File: src/rtl/regfile_param.sv
// Parametrised register file: two combinational read ports, one synchronous write port,
// optional hardwired-zero r0, same-cycle write bypass, busy scoreboard and clear sweep FSM.
module regfile_param #(
  parameter int unsigned WIDTH    = 16,
  parameter int unsigned DEPTH    = 8,
  parameter int unsigned AW       = 3,
  parameter bit          ZERO_REG = 1'b0,
  parameter bit          BYPASS   = 1'b1
) (
  input  logic             clk,
  input  logic             reset,
  input  logic [AW-1:0]    dest,
  input  logic [WIDTH-1:0] w_in,
  input  logic             w_en,
  output logic             w_ready,
  input  logic [AW-1:0]    src0,
  input  logic [AW-1:0]    src1,
  output logic [WIDTH-1:0] op0,
  output logic [WIDTH-1:0] op1,
  output logic             src0_busy,
  output logic             src1_busy,
  input  logic             rsv_en,
  input  logic [AW-1:0]    rsv_addr,
  input  logic             clr_req,
  output logic             clr_busy,
  output logic             clr_done
);

  typedef enum logic [0:0] {StIdle, StSweep} state_e;

  state_e           state_q, state_d;
  logic [AW-1:0]    cnt_q, cnt_d;
  logic             done_q, done_d;
  logic [WIDTH-1:0] mem_q [DEPTH];
  logic [DEPTH-1:0] busy_q;

  logic sweeping;
  logic wr_acc;
  logic rsv_acc;
  logic fwd0, fwd1;

  assign sweeping = (state_q == StSweep);
  assign clr_busy = sweeping;
  assign w_ready  = !sweeping;
  assign clr_done = done_q;

  // Writes and reservations to a hardwired-zero r0 are discarded up front.
  assign wr_acc  = w_en && !sweeping && !(ZERO_REG && (dest == '0));
  assign rsv_acc = rsv_en && !sweeping && !(ZERO_REG && (rsv_addr == '0));

  // Forwarding is gated by reset so reads stay 0 while reset is held.
  assign fwd0 = BYPASS && reset && wr_acc && (dest == src0);
  assign fwd1 = BYPASS && reset && wr_acc && (dest == src1);

  // Read ports: zero register, then bypass, then stored contents.
  always_comb begin
    op0 = mem_q[src0];
    op1 = mem_q[src1];
    if (fwd0) op0 = w_in;
    if (fwd1) op1 = w_in;
    if (ZERO_REG && (src0 == '0)) op0 = '0;
    if (ZERO_REG && (src1 == '0)) op1 = '0;
  end

  // Busy flags: an in-flight writeback hides busy unless a new producer reserves it.
  always_comb begin
    src0_busy = busy_q[src0] && !(fwd0 && !(rsv_acc && (rsv_addr == src0)));
    src1_busy = busy_q[src1] && !(fwd1 && !(rsv_acc && (rsv_addr == src1)));
  end

  // Clear sweep next-state: one register per cycle, done pulse on return to idle.
  always_comb begin
    state_d = state_q;
    cnt_d   = cnt_q;
    done_d  = 1'b0;
    unique case (state_q)
      StIdle: begin
        if (clr_req) begin
          state_d = StSweep;
          cnt_d   = '0;
        end
      end
      StSweep: begin
        cnt_d = cnt_q + 1'b1;
        if (cnt_q == AW'(DEPTH - 1)) begin
          state_d = StIdle;
          done_d  = 1'b1;
        end
      end
      default: state_d = StIdle;
    endcase
  end

  // FSM state, sweep counter and done pulse registers.
  always_ff @(posedge clk or negedge reset) begin
    if (!reset) begin
      state_q <= StIdle;
      cnt_q   <= '0;
      done_q  <= 1'b0;
    end else begin
      state_q <= state_d;
      cnt_q   <= cnt_d;
      done_q  <= done_d;
    end
  end

  // Register storage: sweep clearing takes priority over (blocked) writes.
  always_ff @(posedge clk or negedge reset) begin
    if (!reset) begin
      for (int i = 0; i < int'(DEPTH); i++) mem_q[i] <= '0;
    end else if (sweeping) begin
      mem_q[cnt_q] <= '0;
    end else if (wr_acc) begin
      mem_q[dest] <= w_in;
    end
  end

  // Scoreboard: reservation is applied last so it wins over a same-address write.
  always_ff @(posedge clk or negedge reset) begin
    if (!reset) begin
      busy_q <= '0;
    end else if (sweeping) begin
      busy_q[cnt_q] <= 1'b0;
    end else begin
      if (wr_acc)  busy_q[dest]     <= 1'b0;
      if (rsv_acc) busy_q[rsv_addr] <= 1'b1;
    end
  end

endmodule

File: config.mk
export PLATFORM = sky130hd
export DESIGN_NAME = regfile_param
export DESIGN_NICKNAME = d
export VERILOG_FILES = /design/src/rtl/regfile_param.sv
export SDC_FILE = /design/constraint.sdc
export NUM_CORES = 1
export LEC_CHECK = 0
export ABC_AREA = 1
export CORE_MARGIN = 2
export CORE_UTILIZATION = 40
export DETAILED_ROUTE_END_ITERATION = 7
export HOLD_SLACK_MARGIN = 0.08
export PLACE_DENSITY = 0.6
export REMOVE_ABC_BUFFERS = 1
export SYNTH_ARGS = -nofsm -noshare
export SYNTH_HDL_FRONTEND = slang
export SYNTH_SLANG_ARGS = --single-unit
File: constraint.sdc
create_clock -name clk -period 2.32 [get_ports clk]
set_input_delay 0.348 -clock clk [delete_from_list [all_inputs] [get_ports clk]]
set_output_delay 0.348 -clock clk [all_outputs]
set_load 0.02 [all_outputs]
==> out/qor.yml <==
antenna_found_initial: 0
syn2layout_area_growth_pct: 22.5
timing.fmax_mhz: 446
cts_made_buffers: 17
ff_latch_area_um2: 3530
hpwlAfterDp_um: 21300
maxSlewHeadroom: 0.352
worstSetupStartpoint: "clr_busy$_DFF_PN0_"
cts_max_level: 4
violations: "negative hold slack"
nets: 1507
synth_top_area_frac: 0.390
critPathTopFamily: "buffers and inverters"
grt_max_degree: 142
initial_core_util: 0.404
syn_inst: 1370
share_seq_of_total_power: 0.320
p_clk_frac: 0.294
setup_viol: 0
async_flop_share: 1.00
cp_cell_sequence: "inv_2, nand3_4, inv_1, nand2_1, nor2_4, buf_12, nand2_1, nand2_1, clkdlybuf4s15_2"
finalWirelength_um: 32900
crit_required_ps: 1970
setup_slack_ps: 78.2
finalCritPeriodShare: 0.966
clk_latency_ps: 430
clock_sinks: 141
cp_max_fo: 7
io_pins: 70
critPathSlowestCell: "dfrtp_1"
critPathBufInv: 4
syn_avg_cell_area_um2: 6.61
p_leak_nw: 5.96
vdd_ir_drop_max_v: 0.000785
firstDrtPassIters: 6
ys_seq_area_frac: 0.390
power_density_nw_per_um2: 947
syn_area_um2: 9060
hp-class: "in -> async"
clockBufferDepth: 2
post-cts-setup-buffers: 0
track_usage: 0.282
drt_iter0_drc: 1121
viasPerCell: 5.41
synth_area_leaders: "dfrtp_1 (39%), nand2_1 (25%), nand3_1 (14%), inv_1 (6.3%), o22ai_1 (3.6%)"
worst_pin_slew_ps: 972
wl_per_cell_um: 18.6
synth.distinct_cells: 30
cts_hold_buffers: 0
place_ws_ps: -404
worstSetupStartpointType: "register"
ys_ff_latch: 141
synth-edff-count: 0
cts_root_buf: "clkbuf_16"
power.share.switching: 0.393
ant_nets: 0
core_um2: 22400
p_int_mw: 6.38
die_w_um: 154
die_area_um2: 23900
yosysWarnings: 0
clk_pin_slew_worst_paths_ps: 70
yosysMostFrequentCell: "nand2_1"
path_class: "reg -> out"
drive_gt1_frac: 0.141
rsz0062_at_grt: "yes"
first_global_vias: 9148
finClkSkew_ps: 14.7
timing.rr.start: "clr_busy$_DFF_PN0_"
critPathArrivalTime_ps: 1890
row_count: 55
hold_viol: 18
synth.top_cells.by_count: "nand2_1 (600), nand3_1 (245), inv_1 (152)"
maxCapViolations: 0
grt_pass1_wl_um: 51900
switching_power_mw: 4.13
vias: 9568
antenna_cells: 0
cpMostUsedCell: "nand2_1"
holdWs_ps: -38.2
synth_top_flop_cell: "dfrtp_1"
die_h_um: 154
status: "complete, but fails checks"
overflow: 0
synth_top_cell_by_area: "dfrtp_1"
pwr-share-comb: 0.385
place_congestion: 0.896
critPathCaptureType: "primary output"
fin_total_pwr_mw: 10.5
slowest_delay_ps: 390
port_buffers: 69
fillers: 2282
fin_crit_ps: 2240
slew_violations: 0
multi_input_area_um2: 4510
drc_errors: 0
cts_tree: "done"
flip-flops by register name, summed over array words and instances (netlist names):
signal,cells
mem_q,128
busy_q,8
cnt_q,3
clr_busy,1
clr_done,1
metrics by stage:
step	setup TNS (ps)	instances	utilization	hold slack, ps	area, um2
floorplan	-207	1294	-	52.4	8650
global placement	-12180	1738	0.471	454	10600
detailed placement	-12250	1738	0.471	458	10600
CTS	0	1770	0.500	138	11200
global route	-45.6	1770	0.494	124	11100
finish	0	1770	0.494	-38.2	11100
worst reg2reg max path: stages, from the launching register on:
cell and delay, ps:
dfrtp_1 370, buf_4 130, buf_4 310, nand2_2 160, o21ai_4 600, o22ai_1 160
area by class of cell:
type	count	share of cell area
flip-flops and latches	141	0.318
clock inverters	14	0.0194
clock buffers	18	0.0396
repair buffers	159	0.129
well taps	285	0.0321
multi-input cells	990	0.407
inverters	163	0.0552
power by group through the flow:
stage	clock network, mW	logic (mW)	registers (mW)
finish	3.09	4.05	3.37
global route	3.24	4.45	3.43
global placement	0	4.06	3.38
detailed placement	0	4.10	3.39
CTS	3.13	4.07	3.36
floorplan	0	2.24	3.39
placed cells by master, fill, tap and decap left out, drive strengths merged, types with 6 or more instances in the layout:
cell type,n
nor2,25
o22ai,62
dfrtp,141
buf,102
inv,164
nand3,249
o21ai,31
clkinv,6
nand2,612
clkdlybuf4s50,24
clkbuf,40
timing repair:
| action | in CTS | in global routing |
|---|---|---|
| endpoints found under the setup margin | 34 | 34 |
| resized for setup | 79 | 40 |
| gates cloned | 0 | 0 |
| pin swaps | 1 | 1 |
metal layers:
layer / share of wire / track usage / vias to the layer above
met5: 0 / 0 / -
met4: 0.024 / 0.0908 / 0
met3: 0.082 / 0.0409 / 65
met2: 0.45 / 0.440 / 483
met1: 0.44 / 0.405 / 4479
li1: - / - / 4541
kinds of logic after synthesis:
logic type | count (synthesis) | share of synthesized area
DFF | 141 | 0.390
adders and majority gates | 2 | 0.00276
AOI/OAI and AO/OA | 97 | 0.0724
buffers and inverters | 239 | 0.113
and+or+nand+nor | 891 | 0.422
path summary, 6_finish.rpt:
kind	endpoint	slack, ps	cells after the start
max in group asynchronous	mem_q[54]$_DFFE_PN0P_	1540	2
worst min-delay path	mem_q[117]$_DFFE_PN0P_	-40	2
min in group clk	mem_q[92]$_DFFE_PN0P_	470	2
worst max-delay path	op1[4]	80	9
worst max register to register	mem_q[10]$_DFFE_PN0P_	440	5
worst min register to register	mem_q[92]$_DFFE_PN0P_	470	2
(Power assumes the default switching activity.)
